==> config.mk <==
export PLATFORM = sky130hd
export DESIGN_NAME = bip_program_loader_flat
export DESIGN_NICKNAME = d
export VERILOG_FILES = /design/src/rtl/bip_program_loader_if.sv /design/src/rtl/bip_program_loader.sv /design/src/flat_wrapper.sv
export SDC_FILE = /design/constraint.sdc
export NUM_CORES = 1
export LEC_CHECK = 0
export CAP_MARGIN = 25
export CORE_MARGIN = 2
export CORE_UTILIZATION = 57
export DETAILED_ROUTE_END_ITERATION = 8
export PLACE_DENSITY = 0.83
export SLEW_MARGIN = 40
export SYNTH_ARGS = -nofsm -noshare
export SYNTH_HDL_FRONTEND = slang
export SYNTH_SLANG_ARGS = --single-unit
==> constraint.sdc <==
create_clock -name clk -period 4.27 [get_ports clk]
set_clock_uncertainty 0.2 [all_clocks]
set_input_delay 0.6405 -clock clk [delete_from_list [all_inputs] [get_ports clk]]
set_output_delay 0.6405 -clock clk [all_outputs]
set_load 0.01 [all_outputs]
==> src/rtl/bip_program_loader_if.sv <==
// rtl/bip_program_loader_if.sv - UART byte input, program memory write port and CPU control of the BIP loader
interface bip_program_loader_if #(
  parameter int ADDRESS_BITS = 11,
  parameter int DATA_BITS    = 16
);
  logic [7:0]              i_rx_data;
  logic                    i_rx_valid;
  logic                    i_bip_done;
  logic                    o_wr_en;
  logic [ADDRESS_BITS-1:0] o_wr_addr;
  logic [DATA_BITS-1:0]    o_wr_data;
  logic                    o_cpu_rst_n;
  logic                    o_loading;
  logic                    o_error;

  modport master (
    input  i_rx_data, i_rx_valid, i_bip_done,
    output o_wr_en, o_wr_addr, o_wr_data, o_cpu_rst_n, o_loading, o_error
  );

  modport slave (
    output i_rx_data, i_rx_valid, i_bip_done,
    input  o_wr_en, o_wr_addr, o_wr_data, o_cpu_rst_n, o_loading, o_error
  );
endinterface

==> src/rtl/bip_program_loader.sv <==
// rtl/bip_program_loader.sv - loads BIP program memory from UART byte pairs, then releases the CPU
module bip_program_loader #(
  parameter int ADDRESS_BITS = 11,
  parameter int DATA_BITS    = 16,
  parameter logic [DATA_BITS-ADDRESS_BITS-1:0] HALT_OPCODE = '0,
  parameter int TIMEOUT_CYCLES = 50000
) (
  input  logic                 clk,
  input  logic                 rst,
  bip_program_loader_if.master bus
);
  localparam int CNT_BITS = $clog2(TIMEOUT_CYCLES) + 1;
  localparam logic [CNT_BITS-1:0]     TERMINAL  = CNT_BITS'(TIMEOUT_CYCLES - 1);
  localparam logic [ADDRESS_BITS-1:0] LAST_ADDR = '1;

  typedef enum logic [1:0] {WAIT_LO, WAIT_HI, RUN, DRAIN} state_t;

  state_t                  state;
  logic [7:0]              lo_byte;
  logic [CNT_BITS-1:0]     timeout_cnt;
  logic [ADDRESS_BITS-1:0] addr;
  logic                    wr_en;
  logic [ADDRESS_BITS-1:0] wr_addr;
  logic [DATA_BITS-1:0]    wr_data;
  logic                    cpu_rst_n;
  logic                    error;

  logic [DATA_BITS-1:0] word;
  logic                 is_halt;
  logic                 is_last;

  assign word    = DATA_BITS'({bus.i_rx_data, lo_byte});
  assign is_halt = (word[DATA_BITS-1:ADDRESS_BITS] == HALT_OPCODE);
  assign is_last = (addr == LAST_ADDR);

  assign bus.o_wr_en     = wr_en;
  assign bus.o_wr_addr   = wr_addr;
  assign bus.o_wr_data   = wr_data;
  assign bus.o_cpu_rst_n = cpu_rst_n;
  assign bus.o_error     = error;
  assign bus.o_loading   = (state == WAIT_LO) || (state == WAIT_HI);

  always_ff @(posedge clk) begin
    if (!rst) begin
      state       <= WAIT_LO;
      lo_byte     <= '0;
      timeout_cnt <= '0;
      addr        <= '0;
      wr_en       <= 1'b0;
      wr_addr     <= '0;
      wr_data     <= '0;
      cpu_rst_n   <= 1'b0;
      error       <= 1'b0;
    end else begin
      wr_en <= 1'b0;
      error <= 1'b0;
      case (state)
        WAIT_LO: begin
          if (bus.i_rx_valid) begin
            lo_byte     <= bus.i_rx_data;
            timeout_cnt <= '0;
            state       <= WAIT_HI;
          end
        end
        WAIT_HI: begin
          // A byte arriving on the terminal-count cycle still completes the word.
          if (bus.i_rx_valid) begin
            wr_en   <= 1'b1;
            wr_data <= word;
            wr_addr <= addr;
            if (is_halt || is_last) begin
              state <= RUN;
            end else begin
              addr  <= addr + ADDRESS_BITS'(1);
              state <= WAIT_LO;
            end
          end else if (timeout_cnt == TERMINAL) begin
            error       <= 1'b1;
            lo_byte     <= '0;
            timeout_cnt <= '0;
            state       <= WAIT_LO;
          end else begin
            timeout_cnt <= timeout_cnt + CNT_BITS'(1);
          end
        end
        RUN: begin
          if (bus.i_bip_done) begin
            cpu_rst_n <= 1'b0;
            state     <= DRAIN;
          end else begin
            cpu_rst_n <= 1'b1;
          end
        end
        DRAIN: begin
          // The CPU's done flag only clears while it is held in reset.
          cpu_rst_n <= 1'b0;
          if (!bus.i_bip_done) begin
            addr  <= '0;
            state <= WAIT_LO;
          end
        end
        default: state <= WAIT_LO;
      endcase
    end
  end
endmodule

==> src/flat_wrapper.sv <==
// flat-port wrapper written by rule: the top's interface ports become plain ports
module bip_program_loader_flat 
#(
  parameter int ADDRESS_BITS = 11,
  parameter int DATA_BITS    = 16,
  parameter logic [DATA_BITS-ADDRESS_BITS-1:0] HALT_OPCODE = '0,
  parameter int TIMEOUT_CYCLES = 50000
)
  (clk, rst, bus_i_rx_data, bus_i_rx_valid, bus_i_bip_done, bus_o_wr_en, bus_o_wr_addr, bus_o_wr_data, bus_o_cpu_rst_n, bus_o_loading, bus_o_error);
  bip_program_loader_if #(.ADDRESS_BITS(ADDRESS_BITS), .DATA_BITS(DATA_BITS)) bus_i ();
  input  logic clk;
  input  logic rst;
  input wire logic [$bits(bus_i.i_rx_data)-1:0] bus_i_rx_data;
  input wire logic [$bits(bus_i.i_rx_valid)-1:0] bus_i_rx_valid;
  input wire logic [$bits(bus_i.i_bip_done)-1:0] bus_i_bip_done;
  output wire logic [$bits(bus_i.o_wr_en)-1:0] bus_o_wr_en;
  output wire logic [$bits(bus_i.o_wr_addr)-1:0] bus_o_wr_addr;
  output wire logic [$bits(bus_i.o_wr_data)-1:0] bus_o_wr_data;
  output wire logic [$bits(bus_i.o_cpu_rst_n)-1:0] bus_o_cpu_rst_n;
  output wire logic [$bits(bus_i.o_loading)-1:0] bus_o_loading;
  output wire logic [$bits(bus_i.o_error)-1:0] bus_o_error;
  assign bus_i.i_rx_data = bus_i_rx_data;
  assign bus_i.i_rx_valid = bus_i_rx_valid;
  assign bus_i.i_bip_done = bus_i_bip_done;
  assign bus_o_wr_en = bus_i.o_wr_en;
  assign bus_o_wr_addr = bus_i.o_wr_addr;
  assign bus_o_wr_data = bus_i.o_wr_data;
  assign bus_o_cpu_rst_n = bus_i.o_cpu_rst_n;
  assign bus_o_loading = bus_i.o_loading;
  assign bus_o_error = bus_i.o_error;
  bip_program_loader #(.ADDRESS_BITS(ADDRESS_BITS), .DATA_BITS(DATA_BITS), .HALT_OPCODE(HALT_OPCODE), .TIMEOUT_CYCLES(TIMEOUT_CYCLES)) u_core (.clk(clk), .rst(rst), .bus(bus_i));
endmodule
==> results of run 1 <==
-- worst min path at each step --
stage,endpoint,slack (ns),depth (start not counted)
after floorplan,u_core.bus.o_wr_data[0]$_SDFFE_PN0P_,0.23,2
after CTS,u_core.bus.o_wr_data[9]$_SDFFE_PN0P_,0.26,2
after global routing,u_core.bus.o_wr_data[9]$_SDFFE_PN0P_,0.27,2
after detailed placement,u_core.bus.o_wr_data[2]$_SDFFE_PN0P_,0.25,2
final,u_core.bus.o_wr_addr[10]$_SDFFE_PN0P_,0.25,2
after global placement,u_core.bus.o_wr_data[0]$_SDFFE_PN0P_,0.24,2
-- layer usage --
metal,GRT usage (%),part of all wire [%]
met1,33.42,46
met2,38.69,47
met3,7.363,6.1
met5,0,0
met4,10.72,1.6
-- cell usage after synthesis, types with 2 or more instances --
cell type | count | area (sq um)
sky130_fd_sc_hd__nand4_1 | 11 | 68.82
sky130_fd_sc_hd__a21oi_1 | 39 | 195.2
sky130_fd_sc_hd__dfxtp_1 | 68 | 1361
sky130_fd_sc_hd__nand2_1 | 79 | 296.5
sky130_fd_sc_hd__nand3_2 | 2 | 20.02
sky130_fd_sc_hd__or2_2 | 2 | 12.51
sky130_fd_sc_hd__o311ai_0 | 2 | 17.52
sky130_fd_sc_hd__or3_1 | 3 | 18.77
sky130_fd_sc_hd__o31ai_1 | 4 | 30.03
sky130_fd_sc_hd__a31oi_1 | 7 | 43.79
sky130_fd_sc_hd__buf_2 | 5 | 25.02
sky130_fd_sc_hd__o41ai_1 | 2 | 17.52
sky130_fd_sc_hd__a21o_1 | 2 | 15.01
sky130_fd_sc_hd__o21a_1 | 3 | 22.52
sky130_fd_sc_hd__nor2b_1 | 5 | 31.28
sky130_fd_sc_hd__xor2_1 | 2 | 17.52
sky130_fd_sc_hd__clkbuf_1 | 10 | 37.54
sky130_fd_sc_hd__inv_1 | 4 | 15.01
sky130_fd_sc_hd__clkinv_1 | 2 | 7.510
sky130_fd_sc_hd__nor4_1 | 3 | 18.77
sky130_fd_sc_hd__and3_1 | 3 | 18.77
sky130_fd_sc_hd__nor3_1 | 6 | 30.03
sky130_fd_sc_hd__o21ai_1 | 4 | 20.02
sky130_fd_sc_hd__a22o_1 | 10 | 87.58
sky130_fd_sc_hd__nor2_1 | 16 | 60.06
sky130_fd_sc_hd__ha_1 | 2 | 25.02
sky130_fd_sc_hd__o21ai_0 | 16 | 80.08
sky130_fd_sc_hd__nand3_1 | 23 | 115.1
-- stage by stage --
stage	total power [mW]	hold slack, ns
2_1_floorplan	0.7174	0.2321
3_3_place_gp	0.7506	0.2410
3_5_place_dp	0.7522	0.2472
4_1_cts	1.322	0.2580
5_1_grt	1.362	0.2719
6_report	1.318	0.2545
-- power breakdown --
| group | internal, mW | total [mW] | switching (mW) |
|---|---|---|---|
| Clock | 0.329 | 0.579 | 0.251 |
| Combinational | 0.0348 | 0.0837 | 0.0489 |
| Sequential | 0.646 | 0.655 | 0.00919 |
| Total | 1.01 | 1.32 | 0.309 |
-- cell type report --
class	count	share of cell area, %
Inverter	6	0.6334
Sequential cell	68	38.28
Multi-Input combinational cell	263	40.18
Clock inverter	6	2.498
Timing Repair Buffer	45	12.46
Clock buffer	10	3.589
Tap cell	67	2.357
-- worst max-delay path, stage by stage --
cell                              delay, ns
sky130_fd_sc_hd__clkdlybuf4s50_1       0.59
sky130_fd_sc_hd__and3b_1               0.19
sky130_fd_sc_hd__buf_4                 0.29
sky130_fd_sc_hd__o21a_1                0.39
sky130_fd_sc_hd__nand2_2               0.12
sky130_fd_sc_hd__o21ba_2               0.23
sky130_fd_sc_hd__a311oi_1              0.24
-- sequential cells by signal, summed over array words and instances, names as in the netlist, named ones only --
name,count
u_core.addr,11
u_core.bus.o_cpu_rst_n,1
u_core.bus.o_error,1
u_core.bus.o_wr_addr,11
u_core.bus.o_wr_data,16
u_core.bus.o_wr_en,1
u_core.lo_byte,8
u_core.state,1
u_core.timeout_cnt,17
-- cell families after synthesis --
kind of cell	count (synthesis)
and+or+nand+nor	163
DFF	68
adders and majority gates	2
buffers and inverters	24
AOI/OAI and AO/OA	96
xor gates and xnor gates	2
==> flow_summary.json, run 1 <==
{
  "outcome": "finished, final reports clean",
  "post_synth.cell_area_avg_sq_um": 8.152,
  "tightestPinTransition_ns": 0.6958,
  "routed_wirelength_um": 6652,
  "filler_cell_count": 383,
  "critical_path_required_ns": 4.33,
  "yosys_most_used_dff": "sky130_fd_sc_hd__dfxtp_1",
  "synth_edf_count": 0,
  "post_synth_mux_area_share_pct": 0,
  "path_max_fanout": 29,
  "cell_area_after_synthesis_sq_mm": 0.002894,
  "cell_area_after_placement_sq_mm": 0.003336,
  "post_route_design_area_sq_mm": 0.003556,
  "path_clk_slew_ns": 0.08,
  "placement_row_count": 25,
  "cts.repair.resized": 0,
  "place.detailed.instances": 449,
  "synth-seq-cells": 68,
  "vias": 2688,
  "timing.critical_path.to_type": "flip-flop",
  "cts.path.max_buffers": 2,
  "placement.setup.worst_slack_ns": 1.262,
  "boundaryPins": 43,
  "grt_pass1_wl_um": 10820,
  "worst_ir_drop_vdd_mv": 0.1956,
  "maximum_frequency_from_static_timing_analysis_mhz": 379.6,
  "nets": 407,
  "area_taken_by_multi_input_logic_gates_sq_mm": 0.001429,
  "cp-startpoint": "bus_i_rx_valid",
  "drtPass1Iterations": 4,
  "synth.distinct_cells": 48,
  "cellPowerDensity_mw_per_mm2": 370.6,
  "r2r_end": "u_core.lo_byte[1]$_SDFFE_PN0P_",
  "r2r_slack_ns": 1.83,
  "cts_inserted_buffers": 9,
  "total_count_of_max_transition_violations_in_the_final_report": 0,
  "globalRouteTotalUtil_pct": 25.24,
  "storage_element_area_sq_mm": 0.001361,
  "min-delay-start": "u_core.bus.o_wr_addr[10]$_SDFFE_PN0P_",
  "placement.io_buffers": 42,
  "vias_per_cell": 5.781,
  "die_w_um": 75.26,
  "cp-start-kind": "input port",
  "critPathCapture": "u_core.addr[3]$_SDFFE_PN0P_",
  "placeableCoreArea_sq_mm": 0.004817,
  "remaining_drc_errors": 0,
  "largest_net_degree_at_the_start_of_global_routing": 37,
  "gpl_congestion": 0.9306,
  "reg2regPathDepth": 6,
  "drt-initial-drc-count": 292,
  "tritoncts_clock_tree": "done",
  "fin_ws_ns": 1.636,
  "worst_r2r_startpoint": "u_core.timeout_cnt[0]$_SDFFE_PN0P_",
  "rsz0062_at_grt": "false",
  "cell_count_final_fillers_out": 465,
  "grt-ovfl-total": 0,
  "final_cell_mix": "sky130_fd_sc_hd__nand2_1, sky130_fd_sc_hd__dfxtp_1, sky130_fd_sc_hd__clkdlybuf4s50_1, sky130_fd_sc_hd__a21oi_1, sky130_fd_sc_hd__nand3_1",
  "max-cap-violations": 0,
  "floorplan.die.height_um": 75.26,
  "start_util_pct": 60.08,
  "insertedDiodeCount": 0,
  "htree_levels": 3,
  "first_global_vias": 2334,
  "layout-area-overhead-vs-synth_pct": 22.87,
  "post_cts.repair.setup_buffers": 0,
  "hold_buffers": 0,
  "synthesis.yosys.warnings": 0,
  "post_synthesis_compound_gate_area_fraction_pct": 20.97,
  "worstPathArrival_ns": 2.69,
  "postSynthCellCount": 355,
  "final_common_cell": "sky130_fd_sc_hd__nand2_1",
  "number_of_antenna_violations_at_the_first_check_in_global_routing": 0,
  "post_syn_nets": 369,
  "share_of_async_settable_or_async_resettable_flops_after_synthesis_pct": 0,
  "period_minus_slack_ns": 2.634,
  "yosys.area_share.simple_pct": 26.81,
  "drt.antenna.violating_nets": 0,
  "yosys.area_share.xor_xnor_pct": 0.6053,
  "clock_sink_count": 68,
  "dp_hpwl_um": 4517,
  "ys_seq_area_share_pct": 47.04,
  "synth_adder_area_share_pct": 0.8647,
  "design.die.area_sq_mm": 0.005663,
  "post-route-period-util_pct": 61.69,
  "path_class": "in2reg",
  "finish.utilization_pct": 73.82,
  "post_drt_wl_per_cell_um": 14.31,
  "final.setup.tns_ns": 0,
  "clkLatencyLatePin_ns": 0.35,
  "final_hold_viol_count": 0,
  "clockRootBuffer": "sky130_fd_sc_hd__clkbuf_8",
  "synth_top_family_by_area": "simple AND/OR/NAND/NOR gates",
  "hp-class": "reg2reg",
  "slew_headroom_pct": 53.13,
  "share_of_post_route_cells_with_drive_strength_above_1_pct": 7.286,
  "cellLeakagePower_nw": 1.174,
  "report.final.setup_viol": 0
}
Note: power is estimated with default switching activity, not from simulation.
==> run 2: changes to the inputs <==
CORE_UTILIZATION = 53   (was 57)
PLACE_DENSITY = 0.78   (was 0.83)
clock period = 2.6 ns   (was 4.27 ns; I/O delays follow)
==> run 2 against run 1 <==
Die area is 7.1% higher. Sequential power grew 65%. Cell count increased by 2.6%. Wire length is 7.0% higher. Clock power is 93% higher. Clock-buffer cell count rose by 1. Non-clock buffer count up 9. Register-to-register slack worse by 1.6 ns. Setup slack got worse by 1.4 ns. Via count up 0.86%. Utilization fell by 2.9 points. Critical path type is now reg2reg. Critical endpoint is now u_core.lo_byte[0]$_SDFFE_PN0P_. Highest routed layer unchanged.
==> flow_summary.json, run 2 (synthesis results as in run 1) <==
{
  "grt-ovfl-total": 0,
  "slew_headroom_pct": 63.62,
  "worstPathArrival_ns": 2.45,
  "share_of_post_route_cells_with_drive_strength_above_1_pct": 9.337,
  "cts.path.max_buffers": 2,
  "vias_per_cell": 5.683,
  "report.final.setup_viol": 0,
  "start_util_pct": 55.95,
  "rsz0062_at_grt": "false",
  "tritoncts_clock_tree": "done",
  "placement_row_count": 26,
  "cts.repair.resized": 0,
  "insertedDiodeCount": 0,
  "post_drt_wl_per_cell_um": 14.92,
  "top_register": "u_core.timeout_cnt",
  "drt-initial-drc-count": 246,
  "path_buf_inv": 1,
  "final.setup.tns_ns": 0,
  "vias": 2711,
  "drtPass1Iterations": 4,
  "post_cts.repair.setup_buffers": 0,
  "period_minus_slack_ns": 2.398,
  "floorplan.die.height_um": 77.90,
  "path_class": "reg2reg",
  "first_global_vias": 2571,
  "clkLatencyLatePin_ns": 0.36,
  "boundaryPins": 43,
  "clockRootBuffer": "sky130_fd_sc_hd__clkbuf_8",
  "path_cells": "ha_1 -> nand3_1 -> or2_2 -> o21ai_1 -> buf_4 -> nand2_4 -> a22o_1",
  "critical_path_required_ns": 2.65,
  "hold_buffers": 0,
  "clock_sink_count": 68,
  "largest_net_degree_at_the_start_of_global_routing": 29,
  "remaining_drc_errors": 0,
  "fin_ws_ns": 0.2024,
  "grt_pass1_wl_um": 12210,
  "max-cap-violations": 0,
  "post-route-period-util_pct": 92.22,
  "drt.antenna.violating_nets": 0,
  "path_max_fanout": 8,
  "layout-area-overhead-vs-synth_pct": 26.68,
  "worst_path_dominant_cell_family": "compound AO/OA/AOI/OAI gates",
  "path_clk_slew_ns": 0.08,
  "design.die.area_sq_mm": 0.006068,
  "cellPowerDensity_mw_per_mm2": 639.0,
  "cp-start-kind": "flip-flop",
  "totalPowerFinal_mw": 2.343,
  "dp_hpwl_um": 4724,
  "cts_inserted_buffers": 9,
  "htree_levels": 3,
  "hp-class": "reg2reg",
  "maximum_frequency_from_static_timing_analysis_mhz": 417.1,
  "placement.io_buffers": 42,
  "critical_path.slowest_cell": "sky130_fd_sc_hd__o21ai_1",
  "critical-path-max-stage-delay_ns": 0.46,
  "tightestPinTransition_ns": 0.5420,
  "routed_wirelength_um": 7118,
  "total_count_of_max_transition_violations_in_the_final_report": 0,
  "number_of_antenna_violations_at_the_first_check_in_global_routing": 0,
  "placeableCoreArea_sq_mm": 0.005172,
  "cellLeakagePower_nw": 1.243,
  "gpl_congestion": 0.8588,
  "timing.critical_path.to_type": "flip-flop",
  "final_cell_mix": "sky130_fd_sc_hd__nand2_1, sky130_fd_sc_hd__dfxtp_1, sky130_fd_sc_hd__clkdlybuf4s50_1, sky130_fd_sc_hd__a21oi_1, sky130_fd_sc_hd__nand3_1",
  "final_common_cell": "sky130_fd_sc_hd__nand2_1",
  "die_w_um": 77.90,
  "final_hold_viol_count": 0,
  "largest_register_ff_count": 17,
  "placement.setup.worst_slack_ns": 0.01037,
  "nets": 416,
  "globalRouteTotalUtil_pct": 25.49,
  "worst_ir_drop_vdd_mv": 0.3854,
  "outcome": "finished, final reports clean"
}
==> run 2: cell types whose count changed in the layout (fill, tap and decap cells not counted) <==
cell,before,now
sky130_fd_sc_hd__o21ai_2,1,0
sky130_fd_sc_hd__bufinv_16,2,3
sky130_fd_sc_hd__clkbuf_1,1,0
sky130_fd_sc_hd__clkinv_4,1,2
sky130_fd_sc_hd__buf_4,3,12
sky130_fd_sc_hd__clkbuf_8,9,11
sky130_fd_sc_hd__o21ai_1,3,4
sky130_fd_sc_hd__clkinvlp_4,2,0
sky130_fd_sc_hd__clkinv_2,1,0
==> run 2: layout make-up <==
type	instances	area, sq um
Timing Repair Buffer	54	510.5
Clock buffer	11	151.4
Sequential cell	68	1361
Inverter	6	22.52
Clock inverter	5	107.6
Tap cell	70	87.58
Multi-Input combinational cell	263	1425
Fill cell	403	1506
==> run 2: stage by stage <==
| step | hold WS [ns] | util (%) | std cells | area [sq um] |
|---|---|---|---|---|
| 3_5_place_dp | 0.2460 | 65.87 | 461 | 3407 |
| 5_1_grt | 0.2819 | 70.88 | 477 | 3666 |
| 4_1_cts | 0.2564 | 70.88 | 477 | 3666 |
| 3_3_place_gp | 0.2377 | 65.87 | 461 | 3407 |
| 2_1_floorplan | 0.2321 | - | 355 | 2894 |
| 6_report | 0.2573 | 70.88 | 477 | 3666 |
==> run 2: final timing paths <==
| path | startpoint | end | slack [ns] | cells past startpoint |
|---|---|---|---|---|
| worst min-delay path | u_core.bus.o_wr_data[1]$_SDFFE_PN0P_ | u_core.bus.o_wr_data[1]$_SDFFE_PN0P_ | 0.26 | 2 |
| worst max register to register | u_core.timeout_cnt[0]$_SDFFE_PN0P_ | u_core.lo_byte[0]$_SDFFE_PN0P_ | 0.20 | 7 |
| worst max-delay path | u_core.timeout_cnt[0]$_SDFFE_PN0P_ | u_core.lo_byte[0]$_SDFFE_PN0P_ | 0.20 | 7 |
| worst min register to register | u_core.bus.o_wr_data[1]$_SDFFE_PN0P_ | u_core.bus.o_wr_data[1]$_SDFFE_PN0P_ | 0.26 | 2 |
==> run 2: per-layer routing <==
metal,vias to the layer above,GRT usage (%),routed length (um)
met5,-,0,0
li1,1358,-,-
met4,0,12.81,174
met3,16,5.233,324
met2,71,40.26,3361
met1,1266,33.06,3257
==> run 2: worst reg2reg max path, stage by stage (launching register included) <==
cell                      delay, ns
sky130_fd_sc_hd__dfxtp_1       0.41
sky130_fd_sc_hd__ha_1          0.23
sky130_fd_sc_hd__nand3_1       0.12
sky130_fd_sc_hd__or2_2         0.35
sky130_fd_sc_hd__o21ai_1       0.46
sky130_fd_sc_hd__buf_4         0.22
sky130_fd_sc_hd__nand2_4       0.07
sky130_fd_sc_hd__a22o_1        0.24
==> run 2: report_power, final <==
group          total, mW  internal [mW]  switching [mW]
sequential          1.08           1.06          0.0153
clock               1.12          0.692           0.425
combinational      0.149         0.0644          0.0845
total               2.34           1.82           0.525
==> run 3: changes to the inputs <==
ABC_CLOCK_PERIOD_IN_PS = 2600   (was not set)
==> results of run 3 <==
The final DEF is identical to that of run 2; final timing and power are the same.
